## src/rtl/tlk_tx_framer_pkg.sv

```systemverilog
// Shared constants for the TLK transmit framer and the
// receive-side frame checker.
package tlk_tx_framer_pkg;

   typedef enum logic [2:0] {
      OFF,
      TRAIN,
      GAP,
      HDR,
      PAY,
      TRL,
      ERR
   } state_t;

   localparam logic [3:0]  TRL_TAG        = 4'hE;
   localparam logic [15:0] ERR_WORD       = 16'hFFFF;
   localparam logic [15:0] HEADER_DEFAULT = 16'hBC5A;

   function automatic logic [15:0] trailer_word(input logic [11:0] count);
      return {TRL_TAG, count};
   endfunction

endpackage

```

## src/rtl/tlk_tx_framer.sv

```systemverilog
// TLK transmit link controller: trains the far-end receiver with idle,
// then frames upstream payload as HEADER, payload, TRAILER.
module tlk_tx_framer
   import tlk_tx_framer_pkg::*;
#(
   parameter int unsigned TRAIN_CYCLES = 1023,
   parameter logic [15:0] HEADER       = HEADER_DEFAULT,
   parameter int unsigned MIN_GAP      = 4,
   parameter int unsigned MAX_WORDS    = 4095
) (
   input  logic        clk,
   input  logic        reset,
   input  logic        LIVE,
   input  logic [15:0] din,
   input  logic        din_valid,
   input  logic        din_last,
   output logic        din_ready,
   output logic [15:0] txd,
   output logic        tx_en,
   output logic        tx_er,
   output logic        link_ready,
   output logic        underflow
);

   localparam int TW = $clog2(TRAIN_CYCLES + 1);
   localparam int GW = $clog2(MIN_GAP + 1);
   localparam logic [TW-1:0] TRAIN_LAST = TW'(TRAIN_CYCLES - 1);
   localparam logic [GW-1:0] GAP_LAST   = GW'(MIN_GAP - 1);
   localparam logic [11:0]   WORDS_LAST = 12'(MAX_WORDS - 1);

   state_t        state, state_n;
   logic [TW-1:0] train_cnt, train_cnt_n;
   logic [GW-1:0] gap_cnt, gap_cnt_n;
   logic [11:0]   count, count_n;
   logic          link_ready_n, underflow_n;
   logic [15:0]   txd_n;
   logic          tx_en_n, tx_er_n;

   assign din_ready = (state == PAY);

   always_ff @(posedge clk or posedge reset) begin
      if (reset) begin
         state      <= OFF;
         train_cnt  <= '0;
         gap_cnt    <= '0;
         count      <= '0;
         link_ready <= 1'b0;
         underflow  <= 1'b0;
      end else begin
         state      <= state_n;
         train_cnt  <= train_cnt_n;
         gap_cnt    <= gap_cnt_n;
         count      <= count_n;
         link_ready <= link_ready_n;
         underflow  <= underflow_n;
      end
   end

   always_ff @(posedge clk or posedge reset) begin
      if (reset) begin
         txd   <= '0;
         tx_en <= 1'b0;
         tx_er <= 1'b0;
      end else begin
         txd   <= txd_n;
         tx_en <= tx_en_n;
         tx_er <= tx_er_n;
      end
   end

   always_comb begin
      state_n      = state;
      train_cnt_n  = '0;
      gap_cnt_n    = '0;
      count_n      = count;
      link_ready_n = link_ready;
      underflow_n  = underflow;
      txd_n        = '0;
      tx_en_n      = 1'b0;
      tx_er_n      = 1'b0;
      unique case (state)
         OFF: begin
            if (LIVE) state_n = TRAIN;
         end
         TRAIN: begin
            if (train_cnt == TRAIN_LAST) begin
               state_n      = GAP;
               link_ready_n = 1'b1;
            end else begin
               train_cnt_n = train_cnt + TW'(1);
            end
         end
         GAP: begin
            // counter saturates so a late source still sees a full gap
            if (gap_cnt == GAP_LAST) begin
               gap_cnt_n = gap_cnt;
               if (din_valid) state_n = HDR;
            end else begin
               gap_cnt_n = gap_cnt + GW'(1);
            end
         end
         HDR: begin
            txd_n   = HEADER;
            tx_en_n = 1'b1;
            state_n = PAY;
         end
         PAY: begin
            if (din_valid) begin
               txd_n   = din;
               tx_en_n = 1'b1;
               count_n = count + 12'd1;
               if (din_last || count == WORDS_LAST) state_n = TRL;
            end else begin
               state_n = ERR;
            end
         end
         TRL: begin
            txd_n   = trailer_word(count);
            tx_en_n = 1'b1;
            count_n = '0;
            state_n = GAP;
         end
         ERR: begin
            txd_n       = ERR_WORD;
            tx_en_n     = 1'b1;
            tx_er_n     = 1'b1;
            underflow_n = 1'b1;
            count_n     = '0;
            state_n     = GAP;
         end
         default: state_n = OFF;
      endcase
      // link down drops any frame in progress and restarts training
      if (!LIVE) begin
         state_n      = OFF;
         train_cnt_n  = '0;
         gap_cnt_n    = '0;
         count_n      = '0;
         link_ready_n = 1'b0;
         txd_n        = '0;
         tx_en_n      = 1'b0;
         tx_er_n      = 1'b0;
      end
   end

endmodule

```

## config.mk

```make
export PLATFORM = sky130hd
export DESIGN_NAME = tlk_tx_framer
export DESIGN_NICKNAME = d
export VERILOG_FILES = /design/src/rtl/tlk_tx_framer_pkg.sv /design/src/rtl/tlk_tx_framer.sv
export SDC_FILE = /design/constraint.sdc
export NUM_CORES = 1
export LEC_CHECK = 0
export CAP_MARGIN = 40
export CORE_AREA = 4 4 72 74
export DETAILED_ROUTE_END_ITERATION = 6
export DIE_AREA = 0 0 76 78
export PLACE_DENSITY = 0.78
export SLEW_MARGIN = 20
export SYNTH_ARGS = -nofsm -noshare
export SYNTH_HDL_FRONTEND = slang
export SYNTH_SLANG_ARGS = --single-unit
```

## constraint.sdc

```tcl
create_clock -name clk -period 1.6 [get_ports clk]
set_input_delay 0.32 -clock clk [delete_from_list [all_inputs] [get_ports clk]]
set_output_delay 0.32 -clock clk [all_outputs]
set_load 0.05 [all_outputs]
```

==> flow_summary.json <==
{
  "synth-seq-cells": 48,
  "die-area_um2": 5930,
  "min_period_over_period": 1.11,
  "fin_worst_skew_ps": 4.41,
  "vias": 2031,
  "syn-cell-area_um2": 2310,
  "worst_path_largest_cell_delay_ps": 440,
  "hold_class": "in -> async",
  "maxSlewHeadroom": 0.729,
  "antenna_found_initial": 0,
  "p_per_area_nw_per_um2": 1100,
  "cts_made_buffers": 5,
  "firstDrtPassIters": 4,
  "drc_errors": 0,
  "overflow": 0,
  "r2r-start": "state[0]",
  "post_synth_num_cell_types": 42,
  "critPathLaunchType": "register",
  "crit_required_ps": 1780,
  "path_clk_slew_ps": 90,
  "fmax_ghz": 0.565,
  "cts_tree": "built",
  "power_mw": 3.59,
  "violations": "negative setup slack",
  "clk_latency_ps": 300,
  "portBuffers": 41,
  "ant_nets": 0,
  "fin_crit_ps": 1770,
  "cp_max_fo": 6,
  "hold_viol_final": 0,
  "wire_per_inst_um": 15.9,
  "die_x_um": 76,
  "yosysSeqAreaShare": 0.520,
  "grt_pass1_vias": 1958,
  "arrival_ps": 1950,
  "grt.total_usage": 0.186,
  "tightest_slew_ps": 404,
  "yosys_warnings": 0,
  "crit_type": "reg -> reg",
  "drtIter0Drc": 143,
  "drive_gt1_frac": 0.270,
  "cts_sinks": 48,
  "grt_pass1_wl_um": 9090,
  "synth_cells": 227,
  "core_um2": 4600,
  "setup_viol": 3,
  "cts-root-buf": "clkbuf_8",
  "cap_violations": 0,
  "cts_max_level": 2,
  "ir_drop_v": 0.000754,
  "use_met2": 0.316,
  "start_util": 0.503,
  "setup_ws_ps": -169,
  "io_pins": 42,
  "viasPerCell": 5.74,
  "crit_slowest_cell": "dfrtp_2",
  "syn_avg_cell_area_um2": 10.2,
  "clockBufferDepth": 2,
  "fp.dieH_um": 78,
  "routabilityCongestion": 0.838,
  "met1_usage": 0.230,
  "nNetsFinal": 326,
  "dpl.hpwl_um": 3530,
  "startpoint": "state[0]",
  "ys.flop_type": "dfrtp_1",
  "status": "finished, violations left",
  "slew_viol_final": 0,
  "num_antenna_cells": 0,
  "top_usage_layer": "met2",
  "syn2layout_area_growth_pct": 41.1,
  "synthArstFlopShare": 1.00,
  "critPathCaptureType": "register",
  "hold_slack_ps": 365,
  "cts_hold_buf": 0,
  "path_cells": "buf_6 -> and4bb_4 -> nand3_2 -> buf_4 -> o31ai_1 -> a21oi_2",
  "rsz0062_at_grt": "yes",
  "leakage_nw": 1.45,
  "rows": 25,
  "synth-edff-count": 0,
  "syn_nets": 254,
  "grt_use_met3": 0.0510,
  "grt_max_degree": 49,
  "routed_wl_um": 5630
}
-- cells in the mapped netlist (2+ instances only) --
library cell  count  area, um2
xor2_1            9       78.8
nor3_1            2       10.0
a21oi_1           8       40.0
buf_2             6       30.0
a222oi_1          6       60.1
xnor2_1           5       43.8
or4_1             5       37.5
dfrtp_1          48       1200
a21boi_2          2       22.5
clkbuf_1          6       22.5
or3_1             2       12.5
o21a_1            2       15.0
nor2_1           33        124
a31oi_1           4       25.0
nor2b_1           2       12.5
inv_1             8       30.0
and3b_1           2       17.5
nand4_1           6       37.5
o21ai_0           2       10.0
nand2_1          18       67.6
nor3b_1           2       15.0
nand3b_1          3       22.5
and3_1            3       18.8
nand3_1          10       50.1
and2_1            3       18.8
ha_1              6       75.1
o31ai_1           4       30.0
a221oi_1          6       52.6
-- report_power, final --
part	internal (mW)	switching [mW]	leakage [nW]
clock	0.781	0.399	0.0784
sequential	1.28	0.0563	0.664
combinational	0.502	0.566	0.711
-- final cells by class --
class	count	area, um2
Clock buffer	5	68.8
Timing Repair Buffer	76	698
Multi-Input combinational cell	160	1100
Tap cell	54	67.6
Inverter	8	30.0
Sequential cell	48	1200
Clock inverter	3	90.1
Fill cell	325	1340
-- worst paths after layout --
path                             endpoint  slack [ps]  cells after the start
worst max-delay path            count[11]        -170                      6
min in group clk                underflow         490                      1
worst min-delay path              txd[14]         370                      3
max in group asynchronous        state[1]         990                      3
worst max register to register  count[11]        -170                      6
worst min register to register  underflow         490                      1
-- per-layer routing --
| layer | wire length, um | up-vias |
|---|---|---|
| li1 | - | 963 |
| met1 | 2230 | 976 |
| met2 | 2840 | 69 |
| met3 | 323 | 23 |
| met4 | 237 | 0 |
| met5 | 0 | - |
-- logic make-up after synthesis --
| group | synth area share |
|---|---|
| fa+ha+maj | 0.0325 |
| flops | 0.520 |
| mux | 0.00433 |
| xor+xnor | 0.0531 |
| compound gates | 0.131 |
| simple gates | 0.220 |
| buf+inv | 0.0390 |
-- through the flow --
stage | instance area (um2) | setup slack, ps | setup TNS (ps) | utilization | instances
2_1_floorplan | 2320 | 82.7 | 0 | - | 227
3_3_place_gp | 2960 | -229 | -3210 | 0.643 | 338
3_5_place_dp | 2960 | -256 | -4190 | 0.643 | 338
6_report | 3260 | -169 | -200 | 0.709 | 354
4_1_cts | 3150 | -24.6 | -40.8 | 0.684 | 348
5_1_grt | 3260 | -198 | -467 | 0.709 | 354
-- cells in the final DEF, fill, tap and decap left out, types with 5 or more instances in the layout --
cell / netlist / final
a21oi_1: 8 / 6
a221oi_1: 6 / 6
a222oi_1: 6 / 6
buf_12: 0 / 5
buf_4: 1 / 47
clkbuf_8: 0 / 5
clkdlybuf4s50_1: 0 / 20
dfrtp_1: 48 / 46
ha_1: 6 / 6
inv_1: 8 / 7
nand2_1: 18 / 18
nand3_1: 10 / 9
nand4_1: 6 / 6
nor2_1: 33 / 33
xnor2_1: 5 / 5
xor2_1: 9 / 9
-- sequential cells by signal, summed over array words and instances, names as in the netlist --
| register | flops |
|---|---|
| count | 12 |
| gap_cnt | 3 |
| state | 3 |
| underflow | 1 |
| link_ready | 1 |
| txd | 16 |
| train_cnt | 10 |
| tx_er | 1 |
| tx_en | 1 |
-- worst max-delay path, delay by kind of cell, from the launching register on --
family                 cells  cell delay, ps
buffers and inverters      2             280
AND/OR/NAND/NOR            2             460
AO/OA/AOI/OAI              2             460
flip-flops                 1             440
-- what timing repair did --
action | CTS | global route
pin swaps | 5 | 11
gates cloned | 0 | 2
resized for setup | 6 | 16
buffers inserted | 3 | 4
setup endpoints to repair | 1 | 23
(Power assumes the default switching activity.)
